## config.mk

```make
export PLATFORM = sky130hd
export DESIGN_NAME = motor_move_ctrl_flat
export DESIGN_NICKNAME = d
export VERILOG_FILES = /design/src/rtl/motor_pkg.sv /design/src/rtl/motor_move_ctrl_if.sv /design/src/rtl/cmd_edge_sync.sv /design/src/rtl/motor_move_ctrl.sv /design/src/flat_wrapper.sv
export SDC_FILE = /design/constraint.sdc
export NUM_CORES = 1
export LEC_CHECK = 0
export BUFFER_PORTS_ARGS = -buffer_cell sky130_fd_sc_hd__clkbuf_2
export CELL_PAD_IN_SITES_DETAIL_PLACEMENT = 0
export CELL_PAD_IN_SITES_GLOBAL_PLACEMENT = 2
export CORE_MARGIN = 5
export CORE_UTILIZATION = 32
export DETAILED_ROUTE_END_ITERATION = 7
export PLACE_DENSITY_LB_ADDON = 0.25
export SETUP_SLACK_MARGIN = 0.5
export SLEW_MARGIN = 20
export SYNTH_ARGS = -nofsm -noshare
export SYNTH_HDL_FRONTEND = slang
export SYNTH_SLANG_ARGS = --single-unit
```

## constraint.sdc

```tcl
create_clock -name clk_48 -period 2.1 [get_ports clk_48]
set_clock_uncertainty 0.1 [all_clocks]
set_input_delay 0.42 -clock clk_48 [delete_from_list [all_inputs] [get_ports clk_48]]
set_output_delay 0.42 -clock clk_48 [all_outputs]
set_load 0.01 [all_outputs]
```

## src/rtl/motor_pkg.sv

```systemverilog
`timescale 1ns/1ps
// Shared state encoding and constants for the click-driven motor positioning path.
// Targets match the position-error block; cycle constants assume the 48 MHz clock.
package motor_pkg;

   typedef enum logic [2:0] {
      ST_IDLE,
      ST_WAIT,
      ST_RUN,
      ST_SETTLE,
      ST_DONE,
      ST_FAULT
   } motor_state_e;

   localparam int TGT_90          = 87;
   localparam int TGT_180         = 174;

   localparam int DEF_TOL         = 2;
   localparam int DEF_SLOW_BAND   = 16;
   localparam int DEF_DUTY_FAST   = 255;
   localparam int DEF_DUTY_SLOW   = 96;
   localparam int DEF_PIPE_LAT    = 2;

   localparam int CLK_HZ          = 48_000_000;
   localparam int DEF_SETTLE_CYC  = 1024;
   localparam int DEF_TIMEOUT_CYC = CLK_HZ / 2;
   localparam int TMO_W           = 25;

   function automatic logic [7:0] target_of(input logic sel_90);
      return sel_90 ? 8'(TGT_90) : 8'(TGT_180);
   endfunction

endpackage

```

## src/rtl/motor_move_ctrl_if.sv

```systemverilog
`timescale 1ns/1ps
// Command, error-datapath and driver signals of one positioning move.
// The controller is the slave; whoever issues moves and supplies the error is the master.
interface motor_move_ctrl_if;

   logic        command;
   logic        sel_90;
   logic        abort;
   logic [11:0] errorabs;
   logic        errorsign;
   logic        target_sel;
   logic        motor_en;
   logic        motor_dir;
   logic [7:0]  duty;
   logic        busy;
   logic        done;
   logic        fault;

   modport master (
      output command, sel_90, abort, errorabs, errorsign,
      input  target_sel, motor_en, motor_dir, duty, busy, done, fault
   );

   modport slave (
      input  command, sel_90, abort, errorabs, errorsign,
      output target_sel, motor_en, motor_dir, duty, busy, done, fault
   );

endinterface

```

## src/rtl/cmd_edge_sync.sv

```systemverilog
`timescale 1ns/1ps
// Two-flop synchronizer with a registered rising-edge pulse, for asynchronous
// front-panel inputs; the pulse appears on the third clock after the raw edge.
module cmd_edge_sync (
   input  logic clk_48,
   input  logic reset_n,
   input  logic sig_i,
   output logic pulse_o
);

   logic sync1_q;
   logic sync2_q;
   logic prev_q;
   logic pulse_q;

   always_ff @(posedge clk_48 or negedge reset_n) begin
      if (!reset_n) begin
         sync1_q <= 1'b0;
         sync2_q <= 1'b0;
         prev_q  <= 1'b0;
         pulse_q <= 1'b0;
      end else begin
         sync1_q <= sig_i;
         sync2_q <= sync1_q;
         prev_q  <= sync2_q;
         pulse_q <= sync2_q & ~prev_q;
      end
   end

   assign pulse_o = pulse_q;

endmodule

```

## src/rtl/motor_move_ctrl.sv

```systemverilog
`timescale 1ns/1ps
// Sequences one positioning move: latch target, let the error pipe refresh, drive the
// motor until the error settles, with timeout fault and abort. All outputs are registered.
module motor_move_ctrl
   import motor_pkg::*;
#(
   parameter int TOL         = DEF_TOL,
   parameter int SLOW_BAND   = DEF_SLOW_BAND,
   parameter int DUTY_FAST   = DEF_DUTY_FAST,
   parameter int DUTY_SLOW   = DEF_DUTY_SLOW,
   parameter int SETTLE_CYC  = DEF_SETTLE_CYC,
   parameter int TIMEOUT_CYC = DEF_TIMEOUT_CYC,
   parameter int PIPE_LAT    = DEF_PIPE_LAT
) (
   input logic              clk_48,
   input logic              reset_n,
   motor_move_ctrl_if.slave mv_if
);

   localparam int SCW = (SETTLE_CYC > 1) ? $clog2(SETTLE_CYC) : 1;
   localparam int PCW = (PIPE_LAT > 1) ? $clog2(PIPE_LAT) : 1;

   motor_state_e     state_q, state_d;
   logic             target_sel_q, target_sel_d;
   logic             motor_en_q, motor_en_d;
   logic             motor_dir_q, motor_dir_d;
   logic [7:0]       duty_q, duty_d;
   logic             busy_q, busy_d;
   logic             done_q, done_d;
   logic             fault_q, fault_d;
   logic [PCW-1:0]   pipe_cnt_q, pipe_cnt_d;
   logic [SCW-1:0]   settle_cnt_q, settle_cnt_d;
   logic [TMO_W-1:0] tmo_cnt_q, tmo_cnt_d;

   logic             cmd_pulse;
   logic             on_target;
   logic             in_slow_band;
   logic             tmo_hit;
   logic [TMO_W-1:0] tmo_inc;

   cmd_edge_sync u_cmd_sync (
      .clk_48  (clk_48),
      .reset_n (reset_n),
      .sig_i   (mv_if.command),
      .pulse_o (cmd_pulse)
   );

   assign on_target    = (mv_if.errorabs <= 12'(TOL));
   assign in_slow_band = (mv_if.errorabs <= 12'(SLOW_BAND));
   assign tmo_hit      = (tmo_cnt_q == TMO_W'(TIMEOUT_CYC - 1));
   assign tmo_inc      = (&tmo_cnt_q) ? tmo_cnt_q : tmo_cnt_q + TMO_W'(1);

   // Next-state and next-output decision; abort overrides every other transition.
   always_comb begin
      state_d      = state_q;
      target_sel_d = target_sel_q;
      motor_en_d   = motor_en_q;
      motor_dir_d  = motor_dir_q;
      duty_d       = duty_q;
      busy_d       = busy_q;
      done_d       = 1'b0;
      fault_d      = fault_q;
      pipe_cnt_d   = pipe_cnt_q;
      settle_cnt_d = settle_cnt_q;
      tmo_cnt_d    = tmo_cnt_q;

      if (mv_if.abort) begin
         state_d    = ST_IDLE;
         motor_en_d = 1'b0;
         duty_d     = 8'd0;
         busy_d     = 1'b0;
      end else begin
         unique case (state_q)
            ST_IDLE, ST_FAULT: begin
               motor_en_d = 1'b0;
               duty_d     = 8'd0;
               if (cmd_pulse) begin
                  target_sel_d = mv_if.sel_90;
                  fault_d      = 1'b0;
                  busy_d       = 1'b1;
                  pipe_cnt_d   = '0;
                  state_d      = ST_WAIT;
               end
            end
            ST_WAIT: begin
               motor_en_d = 1'b0;
               duty_d     = 8'd0;
               if (pipe_cnt_q == PCW'(PIPE_LAT - 1)) begin
                  tmo_cnt_d    = '0;
                  settle_cnt_d = '0;
                  state_d      = ST_RUN;
               end else begin
                  pipe_cnt_d = pipe_cnt_q + PCW'(1);
               end
            end
            ST_RUN: begin
               tmo_cnt_d = tmo_inc;
               if (tmo_hit) begin
                  motor_en_d = 1'b0;
                  duty_d     = 8'd0;
                  fault_d    = 1'b1;
                  busy_d     = 1'b0;
                  state_d    = ST_FAULT;
               end else if (on_target) begin
                  motor_en_d   = 1'b0;
                  duty_d       = 8'd0;
                  settle_cnt_d = '0;
                  state_d      = ST_SETTLE;
               end else begin
                  motor_en_d  = 1'b1;
                  motor_dir_d = ~mv_if.errorsign;
                  duty_d      = in_slow_band ? 8'(DUTY_SLOW) : 8'(DUTY_FAST);
               end
            end
            ST_SETTLE: begin
               motor_en_d = 1'b0;
               duty_d     = 8'd0;
               tmo_cnt_d  = tmo_inc;
               if (tmo_hit) begin
                  fault_d = 1'b1;
                  busy_d  = 1'b0;
                  state_d = ST_FAULT;
               end else if (!on_target) begin
                  settle_cnt_d = '0;
                  state_d      = ST_RUN;
               end else if (settle_cnt_q == SCW'(SETTLE_CYC - 1)) begin
                  done_d  = 1'b1;
                  busy_d  = 1'b0;
                  state_d = ST_DONE;
               end else begin
                  settle_cnt_d = settle_cnt_q + SCW'(1);
               end
            end
            ST_DONE: begin
               state_d = ST_IDLE;
            end
            default: begin
               state_d = ST_IDLE;
            end
         endcase
      end
   end

   // State, outputs and counters share one register bank so every output is a flop.
   always_ff @(posedge clk_48 or negedge reset_n) begin
      if (!reset_n) begin
         state_q      <= ST_IDLE;
         target_sel_q <= 1'b0;
         motor_en_q   <= 1'b0;
         motor_dir_q  <= 1'b0;
         duty_q       <= 8'd0;
         busy_q       <= 1'b0;
         done_q       <= 1'b0;
         fault_q      <= 1'b0;
         pipe_cnt_q   <= '0;
         settle_cnt_q <= '0;
         tmo_cnt_q    <= '0;
      end else begin
         state_q      <= state_d;
         target_sel_q <= target_sel_d;
         motor_en_q   <= motor_en_d;
         motor_dir_q  <= motor_dir_d;
         duty_q       <= duty_d;
         busy_q       <= busy_d;
         done_q       <= done_d;
         fault_q      <= fault_d;
         pipe_cnt_q   <= pipe_cnt_d;
         settle_cnt_q <= settle_cnt_d;
         tmo_cnt_q    <= tmo_cnt_d;
      end
   end

   assign mv_if.target_sel = target_sel_q;
   assign mv_if.motor_en   = motor_en_q;
   assign mv_if.motor_dir  = motor_dir_q;
   assign mv_if.duty       = duty_q;
   assign mv_if.busy       = busy_q;
   assign mv_if.done       = done_q;
   assign mv_if.fault      = fault_q;

endmodule

```

## src/flat_wrapper.sv

```systemverilog
// flat-port wrapper written by rule: the top's interface ports become plain ports
module motor_move_ctrl_flat import motor_pkg::*;
#(
   parameter int TOL         = DEF_TOL,
   parameter int SLOW_BAND   = DEF_SLOW_BAND,
   parameter int DUTY_FAST   = DEF_DUTY_FAST,
   parameter int DUTY_SLOW   = DEF_DUTY_SLOW,
   parameter int SETTLE_CYC  = DEF_SETTLE_CYC,
   parameter int TIMEOUT_CYC = DEF_TIMEOUT_CYC,
   parameter int PIPE_LAT    = DEF_PIPE_LAT
)
  (clk_48, reset_n, mv_if_command, mv_if_sel_90, mv_if_abort, mv_if_errorabs, mv_if_errorsign, mv_if_target_sel, mv_if_motor_en, mv_if_motor_dir, mv_if_duty, mv_if_busy, mv_if_done, mv_if_fault);
  motor_move_ctrl_if mv_if_i ();
  input logic clk_48;
  input logic reset_n;
  input wire logic [$bits(mv_if_i.command)-1:0] mv_if_command;
  input wire logic [$bits(mv_if_i.sel_90)-1:0] mv_if_sel_90;
  input wire logic [$bits(mv_if_i.abort)-1:0] mv_if_abort;
  input wire logic [$bits(mv_if_i.errorabs)-1:0] mv_if_errorabs;
  input wire logic [$bits(mv_if_i.errorsign)-1:0] mv_if_errorsign;
  output wire logic [$bits(mv_if_i.target_sel)-1:0] mv_if_target_sel;
  output wire logic [$bits(mv_if_i.motor_en)-1:0] mv_if_motor_en;
  output wire logic [$bits(mv_if_i.motor_dir)-1:0] mv_if_motor_dir;
  output wire logic [$bits(mv_if_i.duty)-1:0] mv_if_duty;
  output wire logic [$bits(mv_if_i.busy)-1:0] mv_if_busy;
  output wire logic [$bits(mv_if_i.done)-1:0] mv_if_done;
  output wire logic [$bits(mv_if_i.fault)-1:0] mv_if_fault;
  assign mv_if_i.command = mv_if_command;
  assign mv_if_i.sel_90 = mv_if_sel_90;
  assign mv_if_i.abort = mv_if_abort;
  assign mv_if_i.errorabs = mv_if_errorabs;
  assign mv_if_i.errorsign = mv_if_errorsign;
  assign mv_if_target_sel = mv_if_i.target_sel;
  assign mv_if_motor_en = mv_if_i.motor_en;
  assign mv_if_motor_dir = mv_if_i.motor_dir;
  assign mv_if_duty = mv_if_i.duty;
  assign mv_if_busy = mv_if_i.busy;
  assign mv_if_done = mv_if_i.done;
  assign mv_if_fault = mv_if_i.fault;
  motor_move_ctrl #(.TOL(TOL), .SLOW_BAND(SLOW_BAND), .DUTY_FAST(DUTY_FAST), .DUTY_SLOW(DUTY_SLOW), .SETTLE_CYC(SETTLE_CYC), .TIMEOUT_CYC(TIMEOUT_CYC), .PIPE_LAT(PIPE_LAT)) u_core (.clk_48(clk_48), .reset_n(reset_n), .mv_if(mv_if_i));
endmodule
```

# ---- Word level (Yosys, flattened, before mapping)
# Cells that the tools add are included.
# Widths: inputs -> output; s select.
dict set report totals {
  ff_bits 57
  inputBits 18
  output_inout_bits 14
  wordCells 111
}
dict set report classes {
  add_sub_neg 3
  order_cmp 2
  n_eq_ne 21
  muxes 45
  bitwise_logic 6
  n_reduce_logical 19
}
# operator count
set ops {}
lappend ops {{$mux 10} 6}
lappend ops {{$mux 25} 2}
lappend ops {{$pmux 25 s2} 1}
lappend ops {{$mux 8} 4}
lappend ops {{$pmux 10 s3} 1}
lappend ops {{$add 25x1->25 const B} 1}
lappend ops {{$eq 25x25->1 const B} 1}
lappend ops {{$reduce_and 25->1} 1}
lappend ops {{$mux 3} 8}
lappend ops {{$mux 1} 17}
lappend ops {{$pmux 8 s2} 1}
lappend ops {{$reduce_and 4->1} 4}
lappend ops {{$le 12x2->1 const B} 1}
lappend ops {{$le 12x5->1 const B} 1}
lappend ops {{$ne 4x2->1 const B} 3}
lappend ops {{$pmux 3 s4} 1}
lappend ops {{$add 10x1->10 const B} 1}
lappend ops {{$eq 10x10->1 const B} 1}
lappend ops {{$ne 2x2->1 const B} 4}
lappend ops {{$reduce_and 7->1} 1}
lappend ops {{$eq 3x2->1 const B} 2}
lappend ops {{$ne 2x1->1 const B} 3}
lappend ops {{$ne 3x2->1 const B} 2}
lappend ops {{$ne 3x3->1 const B} 2}
lappend ops {{16 further kinds} 27}

# ---- Logic depth before layout (Yosys ltp)
# Gate-level depths: netlist (run 1).
dict set report depth {
  word_depth 6
  depth_mapped 8
  mapped_depth_nobuf 7
}

# ---- Hierarchy
# From an unflattened synthesis (run 1), not the netlist that was laid out.
dict set report hier_totals {
  cells_unflattened 302
  hier_area_um2 2850.2
}
# module n_inst cells_each area_per_inst_um2 seq_area_each_um2
set modules_own_cells {}
lappend modules_own_cells {motor_move_ctrl 1 297 2736.4 1151.1}
lappend modules_own_cells {cmd_edge_sync 1 5 113.9 100.1}

# ---- Worst setup path before layout (run 1)
# No wires, ideal clock.
dict set report synth_timing {
  kind {register to register}
  startpoint {reg u_core.tmo_cnt_q[18]}
  endpoint {reg u_core.tmo_cnt_q[0]}
  setup_time_ns 0.127
  t_arrival_ns 1.948
  required_ns 1.873
  path_slack_ns -0.075
  path_stages_with_launch 7
  path_buffers 1
  period_less_slack_ns 2.175
  path_cell_list {dfrtp_1 > nand3_2 > or4_1 > buf_2 > or4_4 > nand2_2 > mux2_1}
}
dict set report synth_between {
  elab_chain_cells 3
}
# item line_no
set synth_rtl {}
lappend synth_rtl {{start, declared} motor_move_ctrl.sv:33} ;# logic [TMO_W-1:0] tmo_cnt_q, tmo_cnt_d;
lappend synth_rtl {{start signal, assigned} motor_move_ctrl.sv:169} ;# tmo_cnt_q <= tmo_cnt_d;
lappend synth_rtl {{$reduce_and 25->1} motor_move_ctrl.sv:51} ;# assign tmo_inc = (&tmo_cnt_q) ? tmo_cnt_q : tmo_cnt_q + TMO_W'(1);
lappend synth_rtl {{$ne 2x2->1 (no source line)} -}
lappend synth_rtl {{$reduce_and 4->1 (no source line)} -}
# Every way passes these cells.
# A chain may end at the register's enable or synchronous reset.

# ---- Worst setup path after layout (run 1)
dict set report layout_timing {
  startpoint {reg u_core.state_q[2]}
  endpoint {reg u_core.tmo_cnt_q[0]}
}
dict set report layout_between {
  elab_chain_cells 4
  word_cells_on_any_way 9
  cone_classes {eq/ne: 5; mux: 1; reduce/logical: 3}
}
# item line_no
set layout_rtl {}
lappend layout_rtl {{start, declared} motor_move_ctrl.sv:23} ;# motor_state_e state_q, state_d;
lappend layout_rtl {{start signal, assigned} motor_move_ctrl.sv:159} ;# state_q <= state_d;
lappend layout_rtl {{$eq 3x2->1} motor_move_ctrl.sv:73} ;# unique case (state_q)
lappend layout_rtl {{$reduce_or 2->1 (no source line)} -}
lappend layout_rtl {{$ne 2x2->1 (no source line) or $reduce_bool 2->1 (tied branches)} -}
lappend layout_rtl {{$reduce_and 4->1 (no source line)} -}
# Parallel ways exist; a longest one is shown, timed or not.

==> results.toml, run 1 <==
[worst_setup_path]
r2r_cells = 5
worstPathArrival_ps = 2180
r2r_start = "u_core.state_q[2]"
cp-start-kind = "register"
startpoint = "u_core.state_q[2]"
cp_data_required_time_ps = 2200
path_cells = "nand3b_1 > or4_4 > or4_4 > nand2_4 > mux2_4"
crit_top_cell = "or4_4"
crit_slowest_cell = "or4_4"
worstSetupPathType = "register to register"
cp-end-kind = "register"
cpPeakStageDelay_ps = 480
rr_endpoint = "u_core.tmo_cnt_q[0]"
crit_path_end = "u_core.tmo_cnt_q[0]"
path_max_fanout = 4
regToRegSetupSlack_ps = 10

[logic_synthesis]
yosysTopAreaCellShare = 0.449
synth_area_leaders = "dfrtp_1 45%, nor2_1 5.4%, o21ai_0 4.3%"
syn-cell-area_um2 = 2790
postSynthCellCount = 307
yosysTopAreaCell = "dfrtp_1"
ys_warn_count = 0
ys_ff_latch = 50
syn_nets = 327
syn_avg_cell_area_um2 = 9.08
synth_cell_types = 55
ys_seq_area_frac = 0.449

[timing]
finalHoldViolCount = 3
slew_headroom = 0.731
setup_violations = 0
layout_worst_path_cycle_share = 0.993
hold_ws_ps = -1.80
rsz0062_at_grt = "yes"
worst_slack_ps = 14.7
tns_ps = 0
tightest_slew_ps = 403
post-route-min-period_ps = 2090
fmax_ghz = 0.480
slew_viol_final = 0

[place]
placed_cell_area_um2 = 3470
io_buffers = 31
place_inst = 478
gp_congestion = 0.806
dp_worst_setup_slack_ps = -206
hpwl_um = 5000

[routing]
drc = 0
wl_per_cell_um = 15.0
wirelength_um = 7940
num_vias = 2742
ant_nets = 0
vias_per_cell = 5.17
drtIter0Drc = 78
first_pass_iters = 4

[cts]
clock-sinks = 50
ctsRootBufferMaster = "clkbuf_8"
cts_tree = "built"
clockBufferDepth = 2
clkLatencyLatePin_ps = 300
cts_htree_levels = 2
cts_buffers = 5
clk_pin_slew_ps = 100

[floorplan]
ios = 32
initial_core_util = 0.324
die_height_um = 103
core-area_um2 = 8590
die_w_um = 103
rows = 34
die-area_um2 = 10700

[flow_run]
cap_violations = 0

[global_routing]
grt_pass1_wl_um = 12900
grt_max_degree = 51
grt_pass1_vias = 2659
antenna_found_initial = 0
grt_overflow = 0
grt_use_total = 0.152

[run_status]
status = "complete, but fails checks"
violations = "hold timing"

[cells_and_area]
fin_nets = 442
n_antenna_cell = 0
drive_above_1_share = 0.519
syn_to_final_growth_pct = 59.0
fin_area_um2 = 4430
layout.cells.non_filler = 530
postLayoutCoreUtil = 0.515

[power_and_ir_drop]
p_leak_nw = 1.92
vdd_ir_drop_max_mv = 0.291
power_density_nw_per_um2 = 764

[min_path]
worstHoldPathType = "input pin to async pin"
-- registers in the layout (all words and copies together) (netlist names) --
signal                     flops
u_core.mv_if.busy              1
u_core.mv_if.done              1
u_core.mv_if.duty              2
u_core.mv_if.fault             1
u_core.mv_if.motor_dir         1
u_core.mv_if.target_sel        1
u_core.pipe_cnt_q              1
u_core.settle_cnt_q           10
u_core.state_q                 3
u_core.tmo_cnt_q              25
u_core.u_cmd_sync.prev_q       1
u_core.u_cmd_sync.pulse_o      1
u_core.u_cmd_sync.sync1_q      1
u_core.u_cmd_sync.sync2_q      1
-- layer usage --
layer / up-vias / share of wire / track usage
met5: - / 0 / 0
li1: 1334 / - / -
met4: 0 / 0.011 / 0.0369
met1: 1365 / 0.46 / 0.212
met2: 35 / 0.50 / 0.245
met3: 8 / 0.028 / 0.0282
-- cell usage after synthesis (all sizes together) --
cell type and instances:
xor2 6, buf 13, clkbuf 4, nand2b 4, and3 8, nand4 8
o311ai 1, nor2 40, a22o 1, nand3b 4, dfrtp 50, xnor2 8
o211ai 3, nor4b 3, a21boi 1, nand4bb 1, mux2 3, and4 2
nand2 26, or4 4, or2 1, nor3 8, o21a 1, nand4b 2
a41oi 2, nand3 18, nor3b 3, o31ai 6, mux2i 1, o32ai 1
a211o 1, o31a 1, nor2b 3, inv 6, nor4 3, a21o 2
a31oi 3, a21oi 15, ha 2, or2b 1, o21ai 29, or3 5
nor4bb 1, o41ai 2
-- timing repair --
action                                  in CTS  in global routing
hold buffers                                 0                  0
setup buffers                               24                 19
gates cloned                                 2                  0
endpoints found under the setup margin      45                 45
pin swaps                                   27                 40
gates resized for setup                     58                 58
-- layout by cell type (no fill, tap or decap), types with 6 or more instances in the layout --
cell,synthesis,routed
clkbuf_2,0,30
o21ai_1,5,13
nand2_1,25,18
buf_6,0,25
a21oi_1,15,9
nand4_1,8,8
clkbuf_8,0,6
nor2_1,40,33
o21ai_2,0,11
nand3_1,15,11
nand2_2,1,6
dfrtp_1,50,47
xnor2_1,8,6
xor2_1,6,6
buf_4,8,66
-- logic make-up (layout without fill, tap and decap cells) --
family	count (synthesis)	count (layout)	synth area share
xor+xnor	14	14	0.0440
compound gates	69	69	0.152
fa+ha+maj	2	2	0.00898
simple gates	145	145	0.286
flops	50	50	0.449
mux	4	4	0.0157
buf+inv	23	138	0.0436
-- report_power, final --
part / leakage [nW] / switching (mW) / internal (mW) / total [mW]
combinational: 1.19 / 0.743 / 0.780 / 1.52
clock: 0.0573 / 0.340 / 0.382 / 0.722
sequential: 0.674 / 0.0805 / 1.06 / 1.14
-- worst min path at each step --
stage / end / cells after the start
finish: u_core.mv_if.motor_dir / 2
global route: u_core.tmo_cnt_q[2] / 2
CTS: u_core.mv_if.motor_dir / 2
detailed placement: u_core.u_cmd_sync.sync2_q / 0
global placement: u_core.u_cmd_sync.sync2_q / 0
floorplan: u_core.mv_if.busy / 0
-- area by class of cell --
type / instances / area, um^2
Multi-Input combinational cell: 234 / 1880
Sequential cell: 50 / 1250
Tap cell: 108 / 135
Clock buffer: 6 / 82.6
Clock inverter: 1 / 30.0
Inverter: 6 / 30.0
Fill cell: 795 / 4160
Timing Repair Buffer: 125 / 1010
-- metrics by stage --
| stage | hold WS, ps | power, mW |
|---|---|---|
| after floorplan | 24.4 | 1.74 |
| after global placement | 233 | 2.10 |
| after detailed placement | 237 | 2.11 |
| after CTS | 8.23 | 3.23 |
| after global routing | 17.4 | 3.57 |
| final | -1.80 | 3.38 |
-- worst max-delay path: cells and delay by family, from the launching register on --
kind / cells / cell delay, ps
AND/OR/NAND/NOR: 4 / 1200
flip-flops: 1 / 390
multiplexers: 1 / 300
Note: power is estimated with default switching activity, not from simulation.
==> run 2: changes to the inputs <==
ABC_AREA = 1   (was not set)
CORE_UTILIZATION = 31   (was 32)
SETUP_SLACK_MARGIN = 0.3   (was 0.5)
==> run 2 against run 1 <==
Effect of this change:
- the run now ends clean
- sequential cell count stayed put
- setup slack better by 310 ps
- count of clock-buffer cells in the layout is 1 lower
- maximum frequency is 18% higher
- global-route usage is 0.54 points lower
- largest cell class unchanged
- clock power is 3.7% higher
==> results.toml, run 2 <==
[run_status]
status = "completed"

[cells_and_area]
layout.cells.non_filler = 689
final_common_cell = "nand2_1"
seqCellArea_um2 = 1270
fin_area_um2 = 4460
reg_top3 = "u_core.tmo_cnt_q x25, u_core.settle_cnt_q x10, u_core.state_q x3"
n_antenna_cell = 0
nFillCells = 1142
fin_nets = 568
syn_to_final_growth_pct = 30.4
largest_register_ffs = 25
multi_input_area_um2 = 2020
drive_above_1_share = 0.364
final_cell_mix = "128 x nand2_1, 60 x nor2_1, 40 x buf_4"
postLayoutCoreUtil = 0.411
top_register = "u_core.tmo_cnt_q"

[cts]
cts_tree = "built"
cts_buffers = 5
clk_pin_slew_ps = 110
cts_htree_levels = 2
clkLatencyLatePin_ps = 320
ctsRootBufferMaster = "clkbuf_8"
clock-sinks = 50
clockBufferDepth = 2

[logic_synthesis]
ys_warn_count = 0
yosysTopAreaCell = "dfrtp_1"
ys_ff_latch = 50
synth_common_cells = "149 x nand2_1, 68 x nor2_1, 50 x dfrtp_1"
syn_nets = 496
synth_area_leaders = "dfrtp_1 37%, nand2_1 16%, nor2_1 7.5%"
synth_edf_count = 0
synthArstFlopShare = 1.00
ys_seq_area_frac = 0.366
synth.most_common_cell = "nand2_1"
syn_avg_cell_area_um2 = 7.18
synth_cell_types = 36
synth_ff_type = "dfrtp_1"
syn-cell-area_um2 = 3420
postSynthCellCount = 476
yosysTopAreaCellShare = 0.366

[power_and_ir_drop]
power_density_nw_per_um2 = 693
p_int_mw = 1.94
p_sw_mw = 1.15
clkPwrFrac = 0.242
switching_share = 0.374
vdd_ir_drop_max_mv = 0.310
power_frac_seq = 0.359
comb_power_share = 0.398
p_leak_nw = 2.03

[timing]
layout_worst_path_cycle_share = 0.844
fmax_ghz = 0.564
post-route-min-period_ps = 1770
slew_headroom = 0.761
slew_viol_final = 0
tns_ps = 0
setup_violations = 0
rsz0062_at_grt = "yes"
tightest_slew_ps = 356
finalHoldViolCount = 0
hold_ws_ps = 95.6

[worst_setup_path]
cpPeakStageDelay_ps = 410
crit_top_cell = "nand2_2"
crit_family = "simple AND/OR/NAND/NOR gates"
worstSetupPathType = "register to register"
r2r_cells = 8
crit_slowest_cell = "dfrtp_2"
r2r_start = "u_core.tmo_cnt_q[18]"
path_cells = "nand2_2 > inv_2 > nand2_2 > nor4_4 > nand4_4 > nand2_8 > clkbuf_16 > o21ai_2"
cp-start-kind = "register"
cp_num_buf_inv = 2
cp-end-kind = "register"
worstPathArrival_ps = 1890
path_max_fanout = 8
cp_data_required_time_ps = 2210
regToRegSetupSlack_ps = 330
rr_endpoint = "u_core.tmo_cnt_q[3]"

[global_routing]
grt_pass1_wl_um = 15500
grt_overflow = 0
antenna_found_initial = 0
grt_max_degree = 51
grt_use_total = 0.146
grt_pass1_vias = 3056

[routing]
wl_per_cell_um = 14.0
wirelength_um = 9620
ant_nets = 0
vias_per_cell = 4.65
num_vias = 3205
first_pass_iters = 4
drtIter0Drc = 126
drc = 0

[place]
gp_congestion = 0.836
place_inst = 640
placed_cell_area_um2 = 3750
hpwl_um = 6450
io_buffers = 31

[min_path]
min_from = "mv_if_command"
worstHoldPathType = "input pin to register"
holdPathStages = 1
min_to = "u_core.u_cmd_sync.sync1_q"

[flow_run]
cap_violations = 0

[floorplan]
rows = 38
die_w_um = 115
die-area_um2 = 13200
ios = 32
initial_core_util = 0.315
die_height_um = 115
core-area_um2 = 10800
==> run 2: cell count changes after synthesis, sizes merged, moves of 6 or more <==
cell and delta:
o31ai -6, and3 -8, nand4 +8, nand3 +22, nor3 -7, nand2 +131
o21ai +15, inv +39, a21oi -13, nor2 +37
==> run 2: cell type report <==
type                    count  area share
clock buffers               5      0.0154
well taps                 140      0.0393
multi-input cells         363       0.454
clock inverters             3      0.0107
flip-flops and latches     50       0.284
inverters                  46      0.0407
repair buffers             82       0.156
==> run 2: power groups by stage <==
stage	clock network, mW	registers, mW	logic, mW
6_report	0.749	1.11	1.23
5_1_grt	0.821	1.12	1.34
4_1_cts	0.774	1.11	1.03
3_5_place_dp	0	1.13	0.931
3_3_place_gp	0	1.13	0.933
2_1_floorplan	0	1.15	0.635
==> run 2: how the worst max path moves through the flow <==
stage                         startpoint                endpoint  cells after the start
floorplan            u_core.tmo_cnt_q[0]    u_core.tmo_cnt_q[10]                      9
global placement       mv_if_errorabs[8]       u_core.state_q[2]                     10
detailed placement     mv_if_errorabs[8]       u_core.state_q[2]                     10
CTS                  u_core.tmo_cnt_q[0]  u_core.settle_cnt_q[5]                     12
global route         u_core.tmo_cnt_q[0]  u_core.settle_cnt_q[7]                     12
finish              u_core.tmo_cnt_q[18]     u_core.tmo_cnt_q[3]                      8
==> run 2: what timing repair did <==
item	4_1_cts	5_1_grt
endpoints found under the hold margin	49	0
resized for setup	13	59
hold buffers	1	0
pin swaps	4	21
endpoints found under the setup margin	39	41
gates cloned	1	4
buffers inserted	9	26
==> run 2: metrics by stage <==
step | setup WS [ps] | total power, mW
2_1_floorplan | 322 | 1.78
3_3_place_gp | 114 | 2.06
3_5_place_dp | 80.9 | 2.06
4_1_cts | 303 | 2.91
5_1_grt | 225 | 3.28
6_report | 327 | 3.09
==> run 2: cell families after synthesis <==
logic type | after synthesis | synth area share
compound gates | 56 | 0.117
buf+inv | 63 | 0.0934
xor+xnor | 9 | 0.0231
fa+ha+maj | 2 | 0.00732
simple gates | 296 | 0.393
flops | 50 | 0.366
==> run 2: per-layer routing <==
layer	wire length [um]	track usage
met5	0	0
met4	98	0.0352
met3	368	0.0253
met2	4400	0.235
met1	4760	0.206
==> run 3: changes to the inputs <==
clock period = 1.6 ns   (was 2.1 ns; I/O delays follow)
==> run 3 against run 2 <==
Effect of this change:
- the flow now finishes with violations (setup timing)
- clock power is 33% higher
- non-clock buffer count is 65 higher
- sequential share of layout area is 4.0 points lower
- register-to-register slack worse by 500 ps
- sequential cell count stayed put
- critical endpoint is now u_core.settle_cnt_q[9]
- largest cell class unchanged
- highest routed layer unchanged
==> results.toml, run 3 (synthesis results as in run 2) <==
[run_status]
status = "complete, but fails checks"
violations = "setup timing"

[cells_and_area]
syn_to_final_growth_pct = 50.5
drive_above_1_share = 0.454
final_cell_mix = "115 x nand2_1, 87 x buf_4, 53 x nor2_1"
layout.cells.non_filler = 754
final_common_cell = "nand2_1"
top_register = "u_core.tmo_cnt_q"
nFillCells = 1078
fin_nets = 633
n_antenna_cell = 0
reg_top3 = "u_core.tmo_cnt_q x25, u_core.settle_cnt_q x10, u_core.state_q x3"
largest_register_ffs = 25

[global_routing]
grt_overflow = 0
antenna_found_initial = 0
grt_use_total = 0.152
grt_pass1_vias = 3370
grt_max_degree = 51
grt_pass1_wl_um = 16200

[floorplan]
rows = 38
die_w_um = 115
die_height_um = 115
core-area_um2 = 10800
initial_core_util = 0.315
ios = 32
die-area_um2 = 13200

[timing]
tightest_slew_ps = 305
slew_viol_final = 0
setup_violations = 43
layout_worst_path_cycle_share = 1.11
worst_slack_ps = -172
slew_headroom = 0.795
finalHoldViolCount = 0
rsz0062_at_grt = "yes"
post-route-min-period_ps = 1770
fmax_ghz = 0.564

[cts]
cts_htree_levels = 2
ctsRootBufferMaster = "clkbuf_8"
clock-sinks = 50
clockBufferDepth = 2
clk_pin_slew_ps = 110
cts_buffers = 5
cts_tree = "built"
clkLatencyLatePin_ps = 320

[min_path]
worstHoldPathType = "input pin to register"
holdPathStages = 2
min_to = "u_core.mv_if.motor_dir"
min_from = "mv_if_errorsign"

[worst_setup_path]
worstPathArrival_ps = 1890
r2r_start = "u_core.tmo_cnt_q[0]"
cp-end-kind = "register"
path_max_fanout = 10
cp_data_required_time_ps = 1710
worstSetupPathType = "register to register"
r2r_cells = 13
cp-start-kind = "register"
regToRegSetupSlack_ps = -170
rr_endpoint = "u_core.settle_cnt_q[9]"

[routing]
wl_per_cell_um = 13.3
ant_nets = 0
vias_per_cell = 4.62
first_pass_iters = 4
num_vias = 3484
drc = 0
drtIter0Drc = 157
wirelength_um = 10000

[power_and_ir_drop]
vdd_ir_drop_max_mv = 0.454
p_leak_nw = 2.45
p_total_mw = 4.46
power_density_nw_per_um2 = 867

[place]
io_buffers = 31
hpwl_um = 7150
place_inst = 713
gp_congestion = 0.840
dp_worst_setup_slack_ps = -159

[flow_run]
cap_violations = 0
[run 3: metal layers]
metal,global-route usage,part of all wire
met3,0.0237,0.033
met2,0.249,0.47
met1,0.210,0.48
met4,0.0368,0.010
met5,0,0
[run 3: worst max-delay path by stage]
stage / from / end / cells past startpoint
6_report: u_core.tmo_cnt_q[0] / u_core.settle_cnt_q[9] / 13
5_1_grt: u_core.settle_cnt_q[0] / u_core.settle_cnt_q[7] / 11
4_1_cts: u_core.state_q[1] / u_core.settle_cnt_q[4] / 12
3_5_place_dp: mv_if_errorabs[7] / u_core.settle_cnt_q[9] / 11
3_3_place_gp: mv_if_errorabs[7] / u_core.settle_cnt_q[4] / 11
2_1_floorplan: u_core.tmo_cnt_q[0] / u_core.tmo_cnt_q[21] / 9
[run 3: where the power goes]
part | switching, mW | total [mW] | internal (mW)
clock | 0.479 | 0.994 | 0.516
combinational | 1.02 | 2.01 | 0.982
sequential | 0.0848 | 1.46 | 1.37
total | 1.59 | 4.46 | 2.87
[run 3: metrics by stage]
stage | area (um^2) | util | hold slack [ps] | TNS (ps)
after floorplan | 3440 | - | -75.6 | -1860
after global placement | 4330 | 0.399 | 235 | -2930
after detailed placement | 4330 | 0.399 | 235 | -3280
after CTS | 4790 | 0.442 | 51.5 | -4450
after global routing | 5140 | 0.474 | 54.4 | -9200
final | 5140 | 0.474 | 67.7 | -5460
[run 3: final cells by class]
type | instances | area (um^2) | area share
clock inverters | 2 | 38.8 | 0.00754
clock buffers | 6 | 82.6 | 0.0161
repair buffers | 147 | 1290 | 0.252
flip-flops and latches | 50 | 1250 | 0.244
inverters | 46 | 185 | 0.0360
well taps | 140 | 175 | 0.0341
multi-input cells | 363 | 2110 | 0.411
[run 3: worst max-delay path, stage by stage (launching register included)]
cell and delay, ps:
dfrtp_2 440, ha_4 180, inv_4 60, nor2_4 40, nand2_4 110, nor2_4 40
nand2_2 80, nor2_4 40, nor2_2 100, nand2_2 90, buf_6 130, buf_12 130
nand2_1 70, o21ai_2 50
[run 3: repair_timing]
| action | in CTS | in global routing |
|---|---|---|
| pin swaps | 15 | 22 |
| gates resized for setup | 31 | 85 |
| endpoints found under the hold margin | 51 | 0 |
| hold buffers | 2 | 0 |
| cloned | 2 | 3 |
| endpoints found under the setup margin | 55 | 58 |
| setup buffers | 18 | 8 |
